==> config.mk <==
export PLATFORM = sky130hd
export DESIGN_NAME = dispatch_ctrl
export DESIGN_NICKNAME = d
export VERILOG_FILES = /design/src/rtl/dispatch_ctrl.sv
export SDC_FILE = /design/constraint.sdc
export NUM_CORES = 1
export LEC_CHECK = 0
export CAP_MARGIN = 20
export CORE_ASPECT_RATIO = 0.7
export CORE_UTILIZATION = 25
export DETAILED_ROUTE_END_ITERATION = 8
export MAX_ROUTING_LAYER = met4
export SLEW_MARGIN = 20
export SYNTH_ARGS = -nofsm -noshare
export SYNTH_HDL_FRONTEND = slang
export SYNTH_SLANG_ARGS = --single-unit
==> constraint.sdc <==
create_clock -name i_clk -period 4.4 [get_ports i_clk]
set_input_delay 0.44 -clock i_clk [delete_from_list [all_inputs] [get_ports i_clk]]
set_output_delay 0.44 -clock i_clk [all_outputs]
set_load 0.01 [all_outputs]
==> src/rtl/dispatch_ctrl.sv <==
// Issue-stage dispatch controller: buffers one decoded instruction, checks it against a
// load scoreboard and steers it to the ALU, BJU or LSU through valid/ready handshakes.
module dispatch_ctrl #(
   parameter int OPB_W    = 16,
   parameter int LSU_OUTS = 2
) (
   input  logic             i_clk,
   input  logic             i_rst,
   input  logic             i_dec_valid,
   output logic             o_dec_ready,
   input  logic [OPB_W-1:0] i_dec_opb,
   input  logic [2:0]       i_dec_usele,
   input  logic             i_dec_rs1_ren,
   input  logic             i_dec_rs2_ren,
   input  logic [4:0]       i_dec_rs1_idx,
   input  logic [4:0]       i_dec_rs2_idx,
   input  logic [4:0]       i_dec_rd_idx,
   input  logic             i_dec_rd_wen,
   input  logic [31:0]      i_dec_im,
   input  logic [31:0]      i_dec_pc,
   input  logic             i_dec_ilgl,
   input  logic             i_dec_val,
   output logic             o_alu_valid,
   output logic             o_bju_valid,
   output logic             o_lsu_valid,
   input  logic             i_alu_ready,
   input  logic             i_bju_ready,
   input  logic             i_lsu_ready,
   output logic [OPB_W-1:0] o_opb,
   output logic [4:0]       o_rs1_idx,
   output logic [4:0]       o_rs2_idx,
   output logic [4:0]       o_rd_idx,
   output logic             o_rd_wen,
   output logic [31:0]      o_im,
   output logic [31:0]      o_pc,
   input  logic             i_wb_valid,
   input  logic [4:0]       i_wb_idx,
   input  logic             i_flush,
   output logic             o_exc_valid,
   output logic [31:0]      o_exc_pc,
   input  logic             i_exc_ack,
   output logic             o_stall
);

   localparam logic [1:0] S_EMPTY  = 2'd0;
   localparam logic [1:0] S_FULL   = 2'd1;
   localparam logic [1:0] S_EXC    = 2'd2;
   localparam logic [2:0] OUTS_MAX = 3'(LSU_OUTS);

   logic [1:0]       state, state_nxt, accept_target;
   logic [OPB_W-1:0] opb;
   logic [2:0]       usele, unit_valid;
   logic             rs1_ren, rs2_ren, rd_wen;
   logic [4:0]       rs1_idx, rs2_idx, rd_idx;
   logic [31:0]      im, pc;
   logic [31:0]      pending, wb_mask, pend_eff, set_mask;
   logic [2:0]       load_cnt;
   logic             full, empty, hazard, credit_block, sel_onehot, issue;
   logic             fire, dec_ready, accept, load_fire;

   assign full  = (state == S_FULL);
   assign empty = (state == S_EMPTY);

   // A writeback in the current cycle already counts as cleared for hazard purposes.
   assign wb_mask  = i_wb_valid ? (32'd1 << i_wb_idx) : 32'd0;
   assign pend_eff = pending & ~wb_mask;

   assign hazard = full & ((rs1_ren & (rs1_idx != 5'd0) & pend_eff[rs1_idx]) |
                           (rs2_ren & (rs2_idx != 5'd0) & pend_eff[rs2_idx]) |
                           (rd_wen  & (rd_idx  != 5'd0) & pend_eff[rd_idx]));
   assign credit_block = full & usele[2] & rd_wen & (load_cnt == OUTS_MAX) & ~i_wb_valid;
   assign sel_onehot   = (usele == 3'b001) | (usele == 3'b010) | (usele == 3'b100);
   assign issue        = full & sel_onehot & ~hazard & ~credit_block & ~i_flush;
   assign unit_valid   = issue ? usele : 3'b000;
   assign fire         = |(unit_valid & {i_lsu_ready, i_bju_ready, i_alu_ready});
   assign dec_ready    = ~i_flush & (empty | (full & fire));
   assign accept       = i_dec_valid & dec_ready;
   assign load_fire    = unit_valid[2] & i_lsu_ready & rd_wen;
   assign set_mask     = (load_fire && rd_idx != 5'd0) ? (32'd1 << rd_idx) : 32'd0;

   assign accept_target = i_dec_ilgl ? S_EXC : (i_dec_val ? S_FULL : S_EMPTY);

   always_comb begin
      state_nxt = state;
      if (i_flush) begin
         state_nxt = S_EMPTY;
      end else begin
         case (state)
            S_EMPTY: if (accept) state_nxt = accept_target;
            S_FULL: begin
               if (!sel_onehot) state_nxt = S_EXC;
               else if (fire)   state_nxt = accept ? accept_target : S_EMPTY;
            end
            S_EXC:   if (i_exc_ack) state_nxt = S_EMPTY;
            default: state_nxt = S_EMPTY;
         endcase
      end
   end

   always_ff @(posedge i_clk or posedge i_rst) begin
      if (i_rst) state <= S_EMPTY;
      else       state <= state_nxt;
   end

   always_ff @(posedge i_clk or posedge i_rst) begin
      if (i_rst) begin
         opb     <= '0;
         usele   <= 3'b000;
         rs1_ren <= 1'b0;
         rs2_ren <= 1'b0;
         rs1_idx <= 5'd0;
         rs2_idx <= 5'd0;
         rd_idx  <= 5'd0;
         rd_wen  <= 1'b0;
         im      <= 32'd0;
         pc      <= 32'd0;
      end else if (accept) begin
         opb     <= i_dec_opb;
         usele   <= i_dec_usele;
         rs1_ren <= i_dec_rs1_ren;
         rs2_ren <= i_dec_rs2_ren;
         rs1_idx <= i_dec_rs1_idx;
         rs2_idx <= i_dec_rs2_idx;
         rd_idx  <= i_dec_rd_idx;
         rd_wen  <= i_dec_rd_wen;
         im      <= i_dec_im;
         pc      <= i_dec_pc;
      end
   end

   // Set beats clear on the same index; a dispatch and writeback together cancel in the count.
   always_ff @(posedge i_clk or posedge i_rst) begin
      if (i_rst) begin
         pending  <= 32'd0;
         load_cnt <= 3'd0;
      end else begin
         pending <= (pending & ~wb_mask) | set_mask;
         if (load_fire && !i_wb_valid)                      load_cnt <= load_cnt + 3'd1;
         else if (!load_fire && i_wb_valid && load_cnt != 0) load_cnt <= load_cnt - 3'd1;
      end
   end

   assign o_dec_ready = dec_ready;
   assign o_alu_valid = unit_valid[0];
   assign o_bju_valid = unit_valid[1];
   assign o_lsu_valid = unit_valid[2];
   assign o_stall     = full & (hazard | credit_block);
   assign o_exc_valid = (state == S_EXC);
   assign o_exc_pc    = pc;
   assign o_opb       = opb;
   assign o_rs1_idx   = rs1_idx;
   assign o_rs2_idx   = rs2_idx;
   assign o_rd_idx    = rd_idx;
   assign o_rd_wen    = rd_wen;
   assign o_im        = im;
   assign o_pc        = pc;

endmodule

==> run metrics, run 1 <==
routed via count 6130; CP top delay family buffers and inverters; Synth cell types 64; CP Max Fanout 9; layout cells sized above 1 22.6%; outcome finished, final reports clean; port bufs 250; Placed Area 10400 sq um; Area Growth Syn to Fin 45.4%; Power, Total 4.74 mW; 1st-pass router iterations 5; die width 210 um; post-synthesis cell count 621; Power Dens Cells 430 nW/um^2; Pleak 4.49 nW; worst vdd ir 0.223 mV; Slowest Stage Delay on Critical Path 650 ps; cell taking the most area after synthesis dfrtp_1; Final Skew 9.48 ps; Setup WS post-layout 171 ps; placed cells 1244; Fin Setup TNS 0 ps; TritonCTS Buffers 17; Most used DFF post-synth dfrtp_1; synth cell count leaders dfrtp_1 (138), mux2_4 (90), buf_4 (34), o21ai_1 (34), o21ai_0 (28); slew of the pin with the lowest slew margin 934 ps; Buf/Inv on CP 3; clock sink total 138; die height 148 um; sequential area share after synthesis 45.5%; storage element area 3450 sq um; first-pass GRT wire length 37600 um; syn nets 739; Slew Viols, Final 0; grt ovf 0; CP max-delay cell or4b_4; synth warn 0; critical path depth 12; crit-path cells clkdlybuf4s50_1 -> or4b_4 -> o21ai_1 -> buf_4 -> a22oi_1 -> a41oi_2 -> o21ai_1 -> a41oi_2 -> and2_2 -> nand3_1 -> a21boi_0 -> clkdlybuf4s50_1; Max-Cap Viols 0; Final Instance Area 11000 sq um; row count 52; cell with the most instances after synthesis dfrtp_1; die area 31100 sq um; final core occ 37.6%; n_diodes 0; 1st-iter DRT viols 447; routability cong. 1.05; largest net degree at the start of global routing 101; area of the multi-input gates 3520 sq um; Async SR Flop Fraction 100%; CP Capture Type primary output; initial antenna violation count 0; startpoint types input pin; number of synthesized register bits 138; Clock Tree Root clkbuf_16; hold depth 1; Hold Vio Cnt, Final 0; mean post-synth cell area 12.2 sq um; HPWL Detailed 18200 um; pre-CTS setup slack 39.4 ps; number of global-route vias before repair 6130; DRT antenna net count 0; CTS H-tree depth 4; maximum root-to-sink buffer count 2; core outline area 29300 sq um; CTS tree built; CP arrival 3790 ps; Fmax achieved 236 MHz; Synth area leaders dfrtp_1 (46%), mux2_4 (18%), buf_4 (3.4%), buf_12 (2.6%), o21ai_1 (2.2%); clock insertion delay at the later pin of the skew report 430 ps; Residual DRC 0; Detailed Route WL 24700 um; Synth top area share 45.5%; Clock transition at path regs 60 ps; I/O pin count 251; Fill cells 2873; Routed wire per std cell 19.3 um; Post-CTS Hold Buffers 0; all-layer global routing usage 16.6%; hold slack 492 ps; WP data required 3960 ps; Initial Util 25.9%; worst-case reg-to-reg path depth 10; crit path kind in2out; Vias/cell 4.80; fin cells 1277; # nets final 977; final setup fails 0; number of synthesized flops with an enable pin 0; Slew headroom 37.7%; Final Critical Period 4230 ps; Final period util 96.1%; Hold WC Path Type reg2reg; Mapped Area 7590 sq um
[cells in the final DEF (no fill, tap or decap), types with 5 or more instances in the layout]
master and n:
mux2_2 15, mux2_4 90, buf_12 6, o211ai_1 13, nor2b_1 12, o2111ai_1 11, o21ai_0 24, buf_4 38
o21ai_1 36, nor2_1 20, clkbuf_16 17, dfrtp_1 138, clkinvlp_4 6, o21a_1 5, mux4_2 6, and3_1 8
clkdlybuf4s50_1 248, nand2_1 22, nand3_1 12, mux2i_1 9, inv_1 10, nor3_1 10, or3_1 7, nand4_1 10
nand2b_1 9
[cells by family (layout without fill, tap and decap cells)]
logic type      after synthesis  after routing  synth area share, %
flops                       138            138                 45.5
compound gates              135            135                 11.8
simple gates                135            135                 10.2
mux                         121            121                 23.2
buf+inv                      86            337                 8.44
xor+xnor                      5              5                0.577
fa+ha+maj                     1              1                0.264
[flip-flops by register name, indices dropped and copies added (netlist names)]
signal and cells:
o_rd_idx 5, rs1_ren 1, o_rs1_idx 5, pending 32, usele 3, o_opb 16, rs2_ren 1, o_rs2_idx 5
o_im 32, state 2, o_exc_pc 32, o_rd_wen 1, load_cnt 3
[timing repair]
item / in CTS / in global routing
setup endpoints to repair: 0 / 5
gates resized for setup: 0 / 12
setup buffers: 0 / 1
[final cells by class]
type | count | area share, %
multi-input cells | 397 | 31.9
clock buffers | 19 | 4.02
repair buffers | 294 | 26.4
inverters | 11 | 0.420
well taps | 405 | 4.59
flip-flops and latches | 138 | 31.3
clock inverters | 13 | 1.32
[where the power goes]
| part | total [mW] | internal [mW] | switching [mW] | leakage (nW) |
|---|---|---|---|---|
| combinational | 1.53 | 0.936 | 0.595 | 2.52 |
| clock | 1.45 | 0.852 | 0.594 | 0.268 |
| sequential | 1.76 | 1.47 | 0.290 | 1.70 |
[final timing paths]
check / start / end / slack (ps)
setup / recovery: i_wb_idx[2] / o_dec_ready / 170
hold / removal: o_opb[14]$_DFFE_PP0N_ / o_opb[14]$_DFFE_PP0N_ / 490
setup reg to reg: o_rd_idx[1]$_DFFE_PP0N_ / load_cnt[2]$_DFFE_PP0P_ / 730
hold reg to reg: o_opb[14]$_DFFE_PP0N_ / o_opb[14]$_DFFE_PP0N_ / 490
max in group asynchronous: i_rst / pending[30]$_DFF_PP0_ / 2930
min in group asynchronous: i_rst / o_im[0]$_DFFE_PP0N_ / 580
[per-layer routing]
| layer | part of all wire, % | global-route usage (%) | wire length (um) |
|---|---|---|---|
| met1 | 46 | 23.1 | 11400 |
| met2 | 42 | 22.3 | 10300 |
| met3 | 11 | 6.03 | 2710 |
| met4 | 1.0 | 4.56 | 254 |
| met5 | 0 | - | 0 |
(Power assumes the default switching activity.)
==> inputs of run 2 (changes only) <==
--- a/config.mk
+++ b/config.mk
@@ -10,6 +10,7 @@
 export CORE_UTILIZATION = 25
 export DETAILED_ROUTE_END_ITERATION = 8
 export MAX_ROUTING_LAYER = met4
+export PLACE_DENSITY = 0.57
 export SLEW_MARGIN = 20
 export SYNTH_ARGS = -nofsm -noshare
 export SYNTH_HDL_FRONTEND = slang
==> run 2 against run 1 <==
  * Clock skew up 1.7 ps
  * Global-route usage rose by 0.54 points
  * Critical path depth decreased by 1
  * Highest routed layer unchanged
==> run metrics, run 2 (synthesized netlist as in run 1, its figures left out) <==
initial antenna violation count 1 (was 0); Initial Util 25.9% (unchanged); crit path kind in2out (unchanged); share of total power in the clock network 31.7% (was 30.5%); slew of the pin with the lowest slew margin 898 ps (was 934 ps); CP arrival 3720 ps (was 3790 ps); # nets final 991 (was 977); Switch Pwr 1.50 mW (was 1.48 mW); first-pass GRT wire length 38600 um (was 37600 um); CTS tree built (unchanged); most common cell after layout, fill and taps aside clkdlybuf4s50_1 (unchanged); 1st-pass router iterations 5 (unchanged); maximum root-to-sink buffer count 2 (unchanged); Top Metal Used met4 (unchanged); Final period util 94.5% (was 96.1%); worst vdd ir 0.228 mV (was 0.223 mV); crit-path cells clkdlybuf4s50_1 -> nand2_1 -> buf_4 -> o21ai_0 -> mux4_2 -> nor3_1 -> nor4_4 -> and2_2 -> buf_4 -> and3_1 -> clkdlybuf4s50_1 (was clkdlybuf4s50_1 -> or4b_4 -> o21ai_1 -> buf_4 -> a22oi_1 -> a41oi_2 -> o21ai_1 -> a41oi_2 -> and2_2 -> nand3_1 -> a21boi_0 -> clkdlybuf4s50_1); I/O pin count 251 (unchanged); Fmax achieved 240 MHz (was 236 MHz); Routed wire per std cell 19.6 um (was 19.3 um); Detailed Route WL 25400 um (was 24700 um); 1st-iter DRT viols 571 (was 447); clock sink total 138 (unchanged); Max-Cap Viols 0 (unchanged); Fin Setup TNS 0 ps (unchanged); row count 52 (unchanged); die width 210 um (unchanged); RSZ-0062 raised after global routing no; Fill cells 2872 (was 2873); grt ovf 0 (unchanged); WL met2 10900 um (was 10300 um); die area 31100 sq um (unchanged); Setup WS post-layout 241 ps (was 171 ps); Post-CTS Hold Buffers 0 (unchanged); Slowest Stage Delay on Critical Path 550 ps (was 650 ps); Hold Crit Start pending[0]$_DFF_PP0_ (was o_opb[14]$_DFFE_PP0N_); WP data required 3960 ps (about the same); Hold WC Path Type reg2reg (unchanged); Slew Viols, Final 0 (unchanged); Vias/cell 4.74 (was 4.80); Clock Tree Root clkbuf_16 (unchanged); CP Max Fanout 8 (was 9); Pleak 4.61 nW (was 4.49 nW); CP Capture Type primary output (unchanged); Power Dens Cells 433 nW/um^2 (was 430 nW/um^2); routed via count 6120 (was 6130); CP top delay family buffers and inverters (unchanged); Flop pwr share 36.5% (was 37.2%); clock insertion delay at the later pin of the skew report 440 ps (was 430 ps); startpoint types input pin (unchanged); CP Launch Point i_wb_idx[1] (was i_wb_idx[2]); Int Pwr 3.34 mW (was 3.26 mW); all-layer global routing usage 17.2% (was 16.6%); Metal-1 WL 11600 um (was 11400 um); largest net degree at the start of global routing 97 (was 101); routability cong. 0.966 (was 1.05); Power, Total 4.83 mW (was 4.74 mW); Reg2Reg Setup Slack 750 ps (was 730 ps); r2r startpoint o_rs2_idx[0]$_DFFE_PP0N_ (was o_rd_idx[1]$_DFFE_PP0N_); Clock transition at path regs 70 ps (was 60 ps); port bufs 250 (unchanged); Residual DRC 0 (unchanged); core outline area 29300 sq um (unchanged); most frequent cells in the layout clkdlybuf4s50_1 (244), dfrtp_1 (137), mux2_4 (90) (was clkdlybuf4s50_1 (248), dfrtp_1 (138), mux2_4 (90)); number of global-route vias before repair 6333 (was 6130); Buf/Inv on CP 4 (was 3); DRT antenna net count 0 (unchanged); final setup fails 0 (unchanged); Net Sw Frac 31.0% (was 31.2%); die height 148 um (unchanged); Slew headroom 40.1% (was 37.7%); pre-CTS setup slack 130 ps (was 39.4 ps); layout cells sized above 1 23.8% (was 22.6%); CP max-delay cell clkdlybuf4s50_1 (was or4b_4); combinational fraction of design power 31.8% (was 32.3%); Final Skew 11.2 ps (was 9.48 ps); HPWL Detailed 18800 um (was 18200 um); WL met3 2650 um (was 2710 um); Area Growth Syn to Fin 47.3% (was 45.4%); CTS H-tree depth 4 (unchanged); TritonCTS Buffers 17 (unchanged); outcome finished, final reports clean (unchanged); Hold Vio Cnt, Final 0 (unchanged); Final Critical Period 4160 ps (was 4230 ps)
-- run 2: path summary, 6_finish.rpt --
kind / endpoint / cells after the start
min in group asynchronous: o_exc_pc[11]$_DFFE_PP0N_ / 2
max: o_lsu_valid / 11
max in group asynchronous: o_exc_pc[26]$_DFFE_PP0N_ / 3
min: pending[0]$_DFF_PP0_ / 1
max reg2reg: load_cnt[2]$_DFFE_PP0P_ / 12
min reg2reg: pending[0]$_DFF_PP0_ / 1
-- run 2: routing by layer --
layer | up-vias | GRT usage [%]
li1 | 2775 | -
met1 | 3002 | 22.8
met2 | 323 | 23.8
met3 | 20 | 7.01
met4 | 0 | 4.71
met5 | - | -
-- run 2: repair_timing --
item                                    4_1_cts  5_1_grt
setup buffers                                 0        1
endpoints found under the setup margin        0        5
resized for setup                             0       14
-- run 2: final cells by class --
| class | count | area [sq um] | share of cell area [%] |
|---|---|---|---|
| antenna | 1 | 2.50 | 0.0224 |
| timing repair buffer | 308 | 3030 | 27.1 |
| clock buffer | 18 | 429 | 3.84 |
| multi-input combinational | 397 | 3520 | 31.5 |
| clock inverter | 14 | 185 | 1.66 |
| inverter | 11 | 46.3 | 0.414 |
| tap | 405 | 507 | 4.54 |
| sequential | 138 | 3450 | 30.9 |
-- run 2: metrics by stage --
step	hold WS [ps]	utilization (%)	instance area (sq um)	cells
finish	496	38.1	11200	1292
global route	499	38.1	11200	1292
CTS	493	37.9	11100	1290
detailed placement	475	35.8	10500	1258
global placement	473	35.8	10500	1258
floorplan	453	-	7590	621
-- run 2: power by group through the flow --
stage	clock network [mW]	logic, mW	registers [mW]
global placement	0	1.53	1.78
global route	1.64	1.64	1.80
floorplan	0	0.802	1.73
detailed placement	0	1.54	1.78
CTS	1.58	1.54	1.77
finish	1.53	1.54	1.77
